[config.mk]
export PLATFORM = sky130hd
export DESIGN_NAME = vedicmult_pipe
export DESIGN_NICKNAME = d
export VERILOG_FILES = /design/src/rtl/vedicmult_pkg.sv /design/src/rtl/vedicmult_core.sv /design/src/rtl/vedicmult_pipe.sv
export SDC_FILE = /design/constraint.sdc
export NUM_CORES = 1
export LEC_CHECK = 0
export CAP_MARGIN = 10
export CORE_MARGIN = 5
export CORE_UTILIZATION = 45
export DETAILED_ROUTE_END_ITERATION = 8
export DONT_BUFFER_PORTS = 1
export RECOVER_POWER = 100
export SLEW_MARGIN = 20
export SYNTH_ARGS = -nofsm -noshare
export SYNTH_HDL_FRONTEND = slang
export SYNTH_SLANG_ARGS = --single-unit
[constraint.sdc]
create_clock -name clk -period 3.25 [get_ports clk]
set_clock_uncertainty 0.05 [all_clocks]
set_input_delay 0.8125 -clock clk [delete_from_list [all_inputs] [get_ports clk]]
set_output_delay 0.8125 -clock clk [all_outputs]
set_load 0.02 [all_outputs]
[src/rtl/vedicmult_pkg.sv]
// Shared constants and helpers for the pipelined Vedic multiplier.
// The magnitude/negate helpers are only referenced when VEDICMULT_SIGNED_EN is defined.
package vedicmult_pkg;

    // Number of register stages between operand acceptance and result.
    localparam int unsigned LAT  = 3;

    // Widest vector the helpers handle (covers a 2*WIDTH product up to WIDTH = 64).
    localparam int unsigned MAXW = 128;

    // Operand width must be a power of two and at least 4.
    function automatic bit width_ok(input int unsigned w);
        return (w >= 4) && ((w & (w - 1)) == 0);
    endfunction

    // All-ones mask covering the low w bits.
    function automatic logic [MAXW-1:0] lowmask(input int unsigned w);
        return {MAXW{1'b1}} >> (MAXW - w);
    endfunction

    // Two's-complement negation of the low w bits of x.
    function automatic logic [MAXW-1:0] negate(input logic [MAXW-1:0] x, input int unsigned w);
        return (~x + MAXW'(1)) & lowmask(w);
    endfunction

    // Magnitude of a w-bit two's-complement value; the most-negative value
    // maps to 2^(w-1), which is still representable as unsigned.
    function automatic logic [MAXW-1:0] mag(input logic [MAXW-1:0] x, input int unsigned w);
        return x[w-1] ? negate(x, w) : (x & lowmask(w));
    endfunction

endpackage

[src/rtl/vedicmult_core.sv]
// Recursive combinational Urdhva-Tiryagbhyam multiplier.
// WIDTH = 2 is the base case; wider instances split into four half-width products.
module vedicmult_core
    import vedicmult_pkg::*;
#(
    parameter int unsigned WIDTH = 4
) (
    input  logic [WIDTH-1:0]   a,
    input  logic [WIDTH-1:0]   b,
    output logic [2*WIDTH-1:0] p
);

    localparam int unsigned H = WIDTH / 2;

    if (WIDTH == 2) begin : g_base
        // 2-bit vertical-and-crosswise product
        always_comb begin
            logic c1;
            c1   = (a[1] & b[0]) & (a[0] & b[1]);
            p    = '0;
            p[0] = a[0] & b[0];
            p[1] = (a[1] & b[0]) ^ (a[0] & b[1]);
            p[2] = (a[1] & b[1]) ^ c1;
            p[3] = (a[1] & b[1]) & c1;
        end
    end else begin : g_rec
        logic [WIDTH-1:0] pll, plh, phl, phh;
        logic [WIDTH:0]   mid;

        vedicmult_core #(.WIDTH(H)) u_ll (.a(a[H-1:0]),     .b(b[H-1:0]),     .p(pll));
        vedicmult_core #(.WIDTH(H)) u_lh (.a(a[H-1:0]),     .b(b[WIDTH-1:H]), .p(plh));
        vedicmult_core #(.WIDTH(H)) u_hl (.a(a[WIDTH-1:H]), .b(b[H-1:0]),     .p(phl));
        vedicmult_core #(.WIDTH(H)) u_hh (.a(a[WIDTH-1:H]), .b(b[WIDTH-1:H]), .p(phh));

        // Recombine: outer products concatenated, crosswise sum shifted by H
        always_comb begin
            mid = {1'b0, plh} + {1'b0, phl};
            p   = {phh, pll} + ({{(WIDTH-1){1'b0}}, mid} << H);
        end
    end

endmodule

[src/rtl/vedicmult_pipe.sv]
// Three-stage pipelined Vedic multiplier with valid/ready on both sides.
// Optional macro VEDICMULT_SIGNED_EN adds the in_sgn port and a signed mode
// (magnitudes multiplied, sign carried alongside valid, result negated in S3).
module vedicmult_pipe
    import vedicmult_pkg::*;
#(
    parameter int unsigned WIDTH = 8
) (
    input  logic                 clk,
    input  logic                 rst,
    input  logic                 in_valid,
    output logic                 in_ready,
    input  logic [WIDTH-1:0]     a,
    input  logic [WIDTH-1:0]     b,
`ifdef VEDICMULT_SIGNED_EN
    input  logic                 in_sgn,
`endif
    output logic                 out_valid,
    input  logic                 out_ready,
    output logic [2*WIDTH-1:0]   out
);

    localparam int unsigned H = WIDTH / 2;

    if (!width_ok(WIDTH)) begin : g_width_check
        $error("vedicmult_pipe: WIDTH must be a power of two and >= 4");
    end

    logic en;

    logic [WIDTH-1:0] a_op, b_op;
    logic [WIDTH-1:0] pll_c, plh_c, phl_c, phh_c;

    logic [WIDTH-1:0] pll1, plh1, phl1, phh1;
    logic             v1;
    logic [WIDTH-1:0] pll2, phh2;
    logic [WIDTH:0]   mid2;
    logic             v2;
    logic [2*WIDTH-1:0] sum3;

`ifdef VEDICMULT_SIGNED_EN
    logic neg_in, sg1, sg2;

    // Signed mode feeds magnitudes to the core and remembers the result sign
    always_comb begin
        a_op   = a;
        b_op   = b;
        neg_in = 1'b0;
        if (in_sgn) begin
            a_op   = WIDTH'(mag(MAXW'(a), WIDTH));
            b_op   = WIDTH'(mag(MAXW'(b), WIDTH));
            neg_in = a[WIDTH-1] ^ b[WIDTH-1];
        end
    end
`else
    // Unsigned build passes operands straight to the core
    always_comb begin
        a_op = a;
        b_op = b;
    end
`endif

    // Whole pipeline advances together unless a held result blocks it
    always_comb begin
        en       = !out_valid || out_ready;
        in_ready = en;
    end

    vedicmult_core #(.WIDTH(H)) u_ll (.a(a_op[H-1:0]),     .b(b_op[H-1:0]),     .p(pll_c));
    vedicmult_core #(.WIDTH(H)) u_lh (.a(a_op[H-1:0]),     .b(b_op[WIDTH-1:H]), .p(plh_c));
    vedicmult_core #(.WIDTH(H)) u_hl (.a(a_op[WIDTH-1:H]), .b(b_op[H-1:0]),     .p(phl_c));
    vedicmult_core #(.WIDTH(H)) u_hh (.a(a_op[WIDTH-1:H]), .b(b_op[WIDTH-1:H]), .p(phh_c));

    // Final recombination ahead of the S3 register
    always_comb begin
        sum3 = {phh2, pll2} + ({{(WIDTH-1){1'b0}}, mid2} << H);
    end

    // S1: capture partial products; a bubble enters when in_valid is low
    always_ff @(posedge clk) begin
        if (rst) begin
            pll1 <= '0;
            plh1 <= '0;
            phl1 <= '0;
            phh1 <= '0;
            v1   <= 1'b0;
        end else if (en) begin
            pll1 <= pll_c;
            plh1 <= plh_c;
            phl1 <= phl_c;
            phh1 <= phh_c;
            v1   <= in_valid;
        end
    end

    // S2: crosswise sum, outer products forwarded
    always_ff @(posedge clk) begin
        if (rst) begin
            pll2 <= '0;
            phh2 <= '0;
            mid2 <= '0;
            v2   <= 1'b0;
        end else if (en) begin
            pll2 <= pll1;
            phh2 <= phh1;
            mid2 <= {1'b0, plh1} + {1'b0, phl1};
            v2   <= v1;
        end
    end

`ifdef VEDICMULT_SIGNED_EN
    // Sign bit travels with valid through S1 and S2
    always_ff @(posedge clk) begin
        if (rst) begin
            sg1 <= 1'b0;
            sg2 <= 1'b0;
        end else if (en) begin
            sg1 <= neg_in;
            sg2 <= sg1;
        end
    end

    // S3: product register, negated when the operand signs differed
    always_ff @(posedge clk) begin
        if (rst) begin
            out       <= '0;
            out_valid <= 1'b0;
        end else if (en) begin
            out       <= sg2 ? (2*WIDTH)'(negate(MAXW'(sum3), 2*WIDTH)) : sum3;
            out_valid <= v2;
        end
    end
`else
    // S3: product register
    always_ff @(posedge clk) begin
        if (rst) begin
            out       <= '0;
            out_valid <= 1'b0;
        end else if (en) begin
            out       <= sum3;
            out_valid <= v2;
        end
    end
`endif

endmodule

Word level (Yosys, flattened, before mapping)
Cells that the tools add are included.
- add/subtract/negate cells: 10
- bitwise operators: 128
- reduce and logical (&&, ||, !) cells: 2
- operators with widths (kind ; count):
    $and A1 B1 Y1 ; 96
    $add A8 B7 Y8 ; 4
    $xor A1 B1 Y1 ; 32
    $add A4 B4 Y5 ; 4
    $add A16 B13 Y16 ; 1
    $add A8 B8 Y9 ; 1
    $logic_not A1 Y1 ; 1
    $logic_or A1 B1 Y1 ; 1
- register bits: 76
- input port bits: 20
- output and inout bits: 18

Longest topological paths before layout
- depth after elaboration: 5
- depth in mapped cells: 11
- mapped depth without buffers: 11

Cells and area by module
From an unflattened synthesis, not the netlist that was laid out.
- cells, all modules: 651
- area total of the unflattened synthesis: 5426.5 µm²
- modules (own cells, without submodules) (module ; instances ; cells each ; area each (µm²) ; sequential area each (µm²)):
    vedicmult_pipe ; 1 ; 419 ; 3379.5 ; 1521.5
    vedicmult_core at u_hh ... ; 4 ; 34 ; 311.5 ; 0.0
    vedicmult_core at u_hh.g_rec.u_hh ... ; 16 ; 6 ; 50.0 ; 0.0

Worst setup path before layout
Ideal clock, no wire load.
- path kind: in2reg
- from: input port a[3]
- to: register pll1[6]
- arrival time: 2.913 ns
- data required time: 3.129 ns
- slack: 0.217 ns
- stages: 9
- buffers on the path: 0
- cells stage by stage: and2_1 -> ha_1 -> fa_1 -> fa_1 -> a21o_1 -> a21oi_1 -> xnor2_1 -> nand2_1 -> a21oi_1
- longest elaborated chain between the ends: 5
- elaborated cells between the ends (all ways): 13
- classes of those cells: add/sub: 2; bitwise: 11
- ends and longest elaborated chain (what ; RTL line ; text):
    start, declared ; vedicmult_pipe.sv:13 ; input logic [WIDTH-1:0] a,
    $and A1 B1 Y1 ; vedicmult_core.sv:19, vedicmult_core.sv:22 ;
    $and A1 B1 Y1 ; vedicmult_core.sv:19 ; c1 = (a[1] & b[0]) & (a[0] & b[1]);
    $xor A1 B1 Y1 / $and A1 B1 Y1 (equally long branches) ; vedicmult_core.sv:23, vedicmult_core.sv:24 ;
    $add A4 B4 Y5 ; vedicmult_core.sv:37 ; mid = {1'b0, plh} + {1'b0, phl};
    $add A8 B7 Y8 * ; vedicmult_core.sv:38 ; p = {phh, pll} + ({{(WIDTH-1){1'b0}}, mid} << H);
    end signal, assigned ; vedicmult_pipe.sv:88 ; pll1 <= pll_c;
    end, declared ; vedicmult_pipe.sv:34 ; logic [WIDTH-1:0] pll1, plh1, phl1, phh1;
Mark *: on every way between the ends. The rest lies on a longest branch, timed or not.
A chain may end at the register's enable or synchronous reset.

Worst setup path in the final report
Ends and elaborated chain as after synthesis.

==> metrics.cfg <==
[status]
outcome = finished, violations left
violations = max-capacitance violations, max-slew violations

[worst_setup_path]
worstPathArrival_ns = 3.05
worst_ep_required_time_ns = 3.47
timing.rr.end = phh1[7]
reg2reg_slack_ns = 0.67
worstSetupEndpointType = flop
reg2reg_from = out_valid
rr_worst_depth = 5
start_kind = input pin
path_class = in2reg
cp_max_fo = 8

[yosys]
synth_cell_types = 45
syn-num-nets = 759
muxShareOfSynthArea_pct = 0.186
synthArstFlopShare_pct = 0
synth_edf_count = 0
ys_warn_count = 0
yosys.area_share.simple_pct = 22.5
syn_avg_cell_area_um2 = 8.33
synth-xor-area-share_pct = 3.92
synth_ff_type = dfxtp_1
syn_inst = 644
synthAdderAreaFrac_pct = 23.5
synth_compound_area_share_pct = 17.7
ys_ff_latch = 76
netlist_area_um2 = 5370
synth_top_family_by_area = adder cells
yosysSeqAreaShare_pct = 28.3

[detailed_routing]
routedWlPerCell_um = 15.7
ant_nets = 0
via_count = 4331
firstDrtPassIters = 4
first_iter_violations = 244
vias_per_cell = 5.57
routed_wl_um = 12200
drcViolationCount = 0

[place]
gp_congestion = 0.832
dpl.hpwl_um = 8950
port_buffers = 0

[floorplanning]
core_area_um2 = 11600
die-area_um2 = 14200
fp.dieW_um = 119
die_y_um = 119
io_pins = 38
initial_core_util_pct = 46.4
rows = 39

[timing]
slew_violations = 87
max_slew_margin_pct = -10.7
finalSetupViolCount = 0
setup-tns-final_ns = 0
rsz0062_at_grt = false
fmax_mhz = 354
finalCritPeriodShare_pct = 86.9
fin_crit_ns = 2.83
hold_viol = 0
tightest_slew_ns = 1.66

[job]
maxCapViolCount = 1

[clock_network]
path_clk_slew_ns = 0.07
clkLatencyLatePin_ns = 0.34
root_buffer = clkbuf_16
cts_buffers = 9
post_cts_buffers = 0
cts_hold_buf = 0
cts-resized-gates = 0
cts_buffer_depth = 2
htreeDepth = 3
cts_tree = yes
cts.sinks = 76

[worst_hold_path]
hold_path_startpoint = phh1[1]
holdPathEnd = phh1[1]
hold_depth = 2
hp-class = reg2reg

[global_routing]
grt_pass1_wl_um = 21200
grt_antenna_before_repair = 0
grt_pass1_vias = 4339
grt_max_degree = 87
grt-ovfl-total = 0
grt.total_usage_pct = 17.9

[pwr]
power_density_nw_per_um2 = 492
ir_drop_mv = 0.248
leakage_nw = 2.69
total_power_mw = 2.84

[final_layout]
mostFrequentLayoutCells = 101 x nand2_1, 85 x ha_1, 76 x dfxtp_1
drive_gt1_share_pct = 3.62
synthToLayoutAreaGrowth_pct = 7.44
fin_nets = 745
diodes = 0
final_common_cell = nand2_1

==> registers in the layout, indices dropped and copies added (netlist names) <==
name	cells
plh1	8
out_valid	1
v1	1
out	16
pll2	8
pll1	8
phh1	8
phl1	8
mid2	9
phh2	8
v2	1
==> worst max path at each step <==
| stage | startpoint | to | slack [ns] | cells after the start |
|---|---|---|---|---|
| 2_1_floorplan | a[3] | pll1[6] | 0.22 | 9 |
| 3_3_place_gp | a[3] | pll1[6] | 0.12 | 9 |
| 3_5_place_dp | a[3] | pll1[6] | 0.11 | 9 |
| 4_1_cts | a[3] | pll1[6] | 0.46 | 9 |
| 5_1_grt | a[3] | pll1[6] | 0.28 | 9 |
| 6_report | a[3] | pll1[6] | 0.42 | 9 |
==> cell type report <==
cell class,instances,area (um2)
multi-input combinational,519,3640
clock buffer,9,225
inverter,21,78.8
fill,1121,5800
clock inverter,7,103
timing repair buffer,3,17.5
sequential,76,1520
tap,143,179
==> per-layer routing <==
| metal | up-vias | share of wire, % | track usage (%) |
|---|---|---|---|
| met2 | 52 | 47 | 30.2 |
| met1 | 2029 | 48 | 23.2 |
| met3 | 16 | 2.7 | 3.27 |
| met5 | - | 0 | 0 |
| met4 | 0 | 1.8 | 5.79 |
| li1 | 2234 | - | - |
==> cell usage after synthesis (2+ instances only) <==
cell	instances	area, um2
a211oi_1	17	128
a21o_1	22	165
a21oi_1	75	375
a31oi_1	5	31.3
and2_1	60	375
buf_1	3	11.3
buf_2	14	70.1
clkbuf_1	11	41.3
dfxtp_1	76	1520
fa_1	10	200
ha_1	85	1060
inv_1	20	75.1
nand2_1	101	379
nand2b_1	4	25.0
nand3_1	17	85.1
nand4_1	4	25.0
nand4b_1	4	35.0
nor2_1	24	90.1
nor2b_1	2	12.5
nor3_1	7	35.0
nor3b_1	3	22.5
nor4b_1	6	52.6
o211ai_1	7	52.6
o21a_1	2	15.0
o21ai_0	19	95.1
o22ai_1	2	12.5
or4_1	4	30.0
xnor2_1	11	96.3
xor2_1	13	114
==> metrics by stage <==
stage	area (um2)	setup WS [ns]	util (%)	std cells	hold slack (ns)
finish	5770	0.424	49.9	778	0.396
global route	5770	0.278	49.9	778	0.414
CTS	5790	0.458	50.1	778	0.396
detailed placement	5460	0.110	47.2	762	0.387
global placement	5460	0.123	47.2	762	0.383
floorplan	5370	0.217	-	644	0.382
==> power by group <==
part	total [mW]	internal [mW]	switching, mW
logic	0.619	0.281	0.338
registers	1.12	1.03	0.0874
clock network	1.10	0.683	0.416
==> worst max-delay path: stages <==
cell and delay [ns]:
and2_1 0.14, ha_1 0.33, fa_1 0.54, fa_1 0.48, a21o_1 0.20, a21oi_1 0.16
xnor2_1 0.13, nand2_1 0.07, a21oi_1 0.18
==> cell families (layout without fill, tap and decap cells) <==
group	after synthesis	in the layout
flops	76	76
mux	1	1
simple gates	242	242
buf+inv	49	40
compound gates	157	157
fa+ha+maj	95	95
xor+xnor	24	24
Note: power is estimated with default switching activity, not from simulation.
==> RTL edit: new RTL, same flow settings <==
The option `VEDICMULT_SIGNED_EN` is turned on by a define.
--- a/src/rtl/vedicmult_pipe.sv
+++ b/src/rtl/vedicmult_pipe.sv
@@ -1,6 +1,8 @@
 // Three-stage pipelined Vedic multiplier with valid/ready on both sides.
 // Optional macro VEDICMULT_SIGNED_EN adds the in_sgn port and a signed mode
 // (magnitudes multiplied, sign carried alongside valid, result negated in S3).
+`define VEDICMULT_SIGNED_EN
+
 module vedicmult_pipe
     import vedicmult_pkg::*;
 #(
Interface: changed (added in_sgn); port bits go from 38 to 39. The function was not compared with the original's and may differ.
==> RTL edit against the unedited design <==
- routed wire length up 9.1%
- synthesized area up 9.0%
- final area grew 28%
- synthesized cell count increased by 14%
- the run ends with setup timing left
- count of clock-buffer cells in the layout up 1
- setup slack got worse by 0.88 ns
- hold slack better by 0.0030 ns
- sequential cell count increased by 2
- die area up 8.3%
- critical path type unchanged
Power is not compared: it rests on default switching activity, and its combinational part moved more than twofold at a synthesized area within 25%.
==> RTL edit: results (changes against the unedited design) <==
The count of distinct cell types in the synthesized netlist is 57 (+27%). The global-route wire length before repair is 22400 µm (+5.6%), and the share of cells above drive strength 1 is 24.0% (+20 points). The sequential-to-total area share from yosys stat was 26.7% (-1.7 points).

Count of routing violations after the opening detailed-route iteration: 230 (-5.7%). The critical path arrival is 3.92 ns (+0.87 ns), and the cell total after placement is 941 (+23%). In this run the critical register-to-register path is launched from pll2[4]. For the post-layout worst setup margin, the log shows -0.460 ns (-0.884 ns). The cell area reported after detailed placement was 0.00667 mm² (+22%); the number of antenna violations at the first check in global routing was 0 (unchanged).

The tools report the setup TNS as -5.55 ns (-5.55 ns). The number of global-route vias before repair is 4942 (+14%), and the depth of the worst hold-timing path is 2 (unchanged). The later pin in the worst-skew pair is clocked with a latency of 0.33 ns. For the clock buffer count from CTS, the log shows 9 (unchanged). The share of power burned in registers is 33.1%, and the flop-to-flop setup slack is 0.43 ns (-0.24 ns).

The run gives 0 (unchanged) as the number of hold violations in the final report. The pre-CTS setup slack was -0.906 ns (-1.02 ns). The count of placed standard cells in the final layout, fillers left out came out at 967 (+24%). The largest fanout on the critical path was 4 (-4); the number of nets at the end of the flow was 909 (+22%). The Yosys warning count was 0 (unchanged); the share of total power in combinational logic was 41.9%. For the total nets after synthesis, the log shows 851 (+12%). The start point of the worst min-delay path was phh1[2]. The tools report the endpoint of the worst hold path as phh1[2]. The run gives 0.399 ns (+0.00301 ns) as the worst hold margin. The average routed wire per standard cell is 13.8 µm (-12%), and the HPWL after detailed placement is 10100 µm (+13%). The last weighted congestion value of the routability-driven placer came out at 0.830 (-0.18%). The run gives 19 (+19) as the setup-violating endpoint count in the final report. Clock root buffer: sky130_fd_sc_hd__clkbuf_16.

Power consumption: 3730 µW. The logs give 1290 µW for the net load switching power and 2 (unchanged) for the worst-case clock buffer depth. The number of antenna cells inserted is 0 (unchanged), and the pin count of the biggest net entering global routing is 81 (-6.9%).

The flow ran to the end, but the final reports show violations. Depth of the worst register-to-register path: 10 (+5). The cell leakage power was 0.00331 µW; the gate count of the mapped netlist was 732 (+14%). The count of input and output buffers came out at 0 (unchanged). The CTS clock-pin slew for the worst setup and hold paths was 0.06 ns; the total via count in the routed design was 5031 (+16%).

The worst reg2reg path endpoint is out[15]. The depth of the CTS H-tree came out at 3 (unchanged). The largest registers in the layout are out: 16 flops, mid2: 9 flops. By count the netlist is led by 114 x sky130_fd_sc_hd__nand2_1, 113 x sky130_fd_sc_hd__nor2_1, 88 x sky130_fd_sc_hd__ha_1.

After synthesis, the cell types taking the most area are sky130_fd_sc_hd__dfxtp_1 27%, sky130_fd_sc_hd__ha_1 19%, sky130_fd_sc_hd__nand2_1 7.3%, sky130_fd_sc_hd__nor2_1 7.2%, sky130_fd_sc_hd__a21oi_1 7.1%. The global-route usage over all layers is 17.9% (-0.043 points), and the pin slew with the least headroom to its limit is 0.853 ns (-0.808 ns). The worst-case IR drop observed on VDD is 225 µV.

The final reports fail on setup timing.
==> RTL edit: cell types whose count changed after synthesis, sizes merged, moves of 8 or more <==
cell    unedited run  this run
clkbuf            11        20
and2              60         0
nand2            101       114
nor2              24       113
xnor2             11        42
nand3             17         5
a21oi             75        83
buf               17         9
==> RTL edit: worst max-delay path, cell delays in order <==
cell                       delay, ns
sky130_fd_sc_hd__or3_4          0.37
sky130_fd_sc_hd__or3_4          0.37
sky130_fd_sc_hd__o31ai_4        0.20
sky130_fd_sc_hd__nand2_2        0.12
sky130_fd_sc_hd__nor2_2         0.10
sky130_fd_sc_hd__ha_1           0.27
sky130_fd_sc_hd__fa_2           0.62
sky130_fd_sc_hd__ha_4           0.20
sky130_fd_sc_hd__a21o_1         0.16
sky130_fd_sc_hd__a21oi_2        0.14
sky130_fd_sc_hd__o21bai_1       0.07
sky130_fd_sc_hd__a21oi_1        0.16
sky130_fd_sc_hd__xnor2_1        0.15
sky130_fd_sc_hd__nand2_1        0.07
sky130_fd_sc_hd__a21oi_1        0.11
==> RTL edit: repair_timing <==
action | 4_1_cts | 5_1_grt
hold buffers | 0 | 0
pin swaps | 52 | 66
setup endpoints to repair | 17 | 18
cloned | 0 | 0
gates resized for setup | 29 | 43
setup buffers | 4 | 7
==> RTL edit: kinds of logic (layout without fill, tap and decap cells) <==
| kind of cell | after synthesis | after routing | share of synthesized area (%) |
|---|---|---|---|
| AO/OA/AOI/OAI | 172 | 172 | 19.1 |
| XOR/XNOR | 56 | 56 | 8.51 |
| adder cells (fa/ha/maj) | 98 | 98 | 22.2 |
| buffers and inverters | 54 | 117 | 3.46 |
| flip-flops | 78 | 78 | 26.7 |
| multiplexers | 3 | 3 | 0.513 |
| AND/OR/NAND/NOR | 271 | 271 | 19.5 |
==> RTL edit: how the worst max path moves through the flow <==
stage	start	end	cells after the start
finish	b[2]	phh1[7]	15
global route	b[2]	plh1[7]	16
CTS	b[2]	phh1[7]	15
detailed placement	b[2]	phh1[7]	16
global placement	b[2]	plh1[7]	15
floorplan	b[2]	phh1[7]	15
==> RTL edit: layer usage <==
layer | up-vias | routed length, µm | GRT usage, %
met5 | - | 0 | 0
met4 | 0 | 262 | 5.61
met3 | 20 | 449 | 2.68
met2 | 77 | 6460 | 30.1
met1 | 2298 | 6180 | 23.6
li1 | 2636 | - | -
==> RTL edit: area by class of cell <==
class	count	area, µm²
fill	1182	5300
tap	172	215
sequential	78	1560
inverter	25	96.3
timing repair buffer	76	594
multi-input combinational	600	4620
clock inverter	6	45.0
clock buffer	10	239
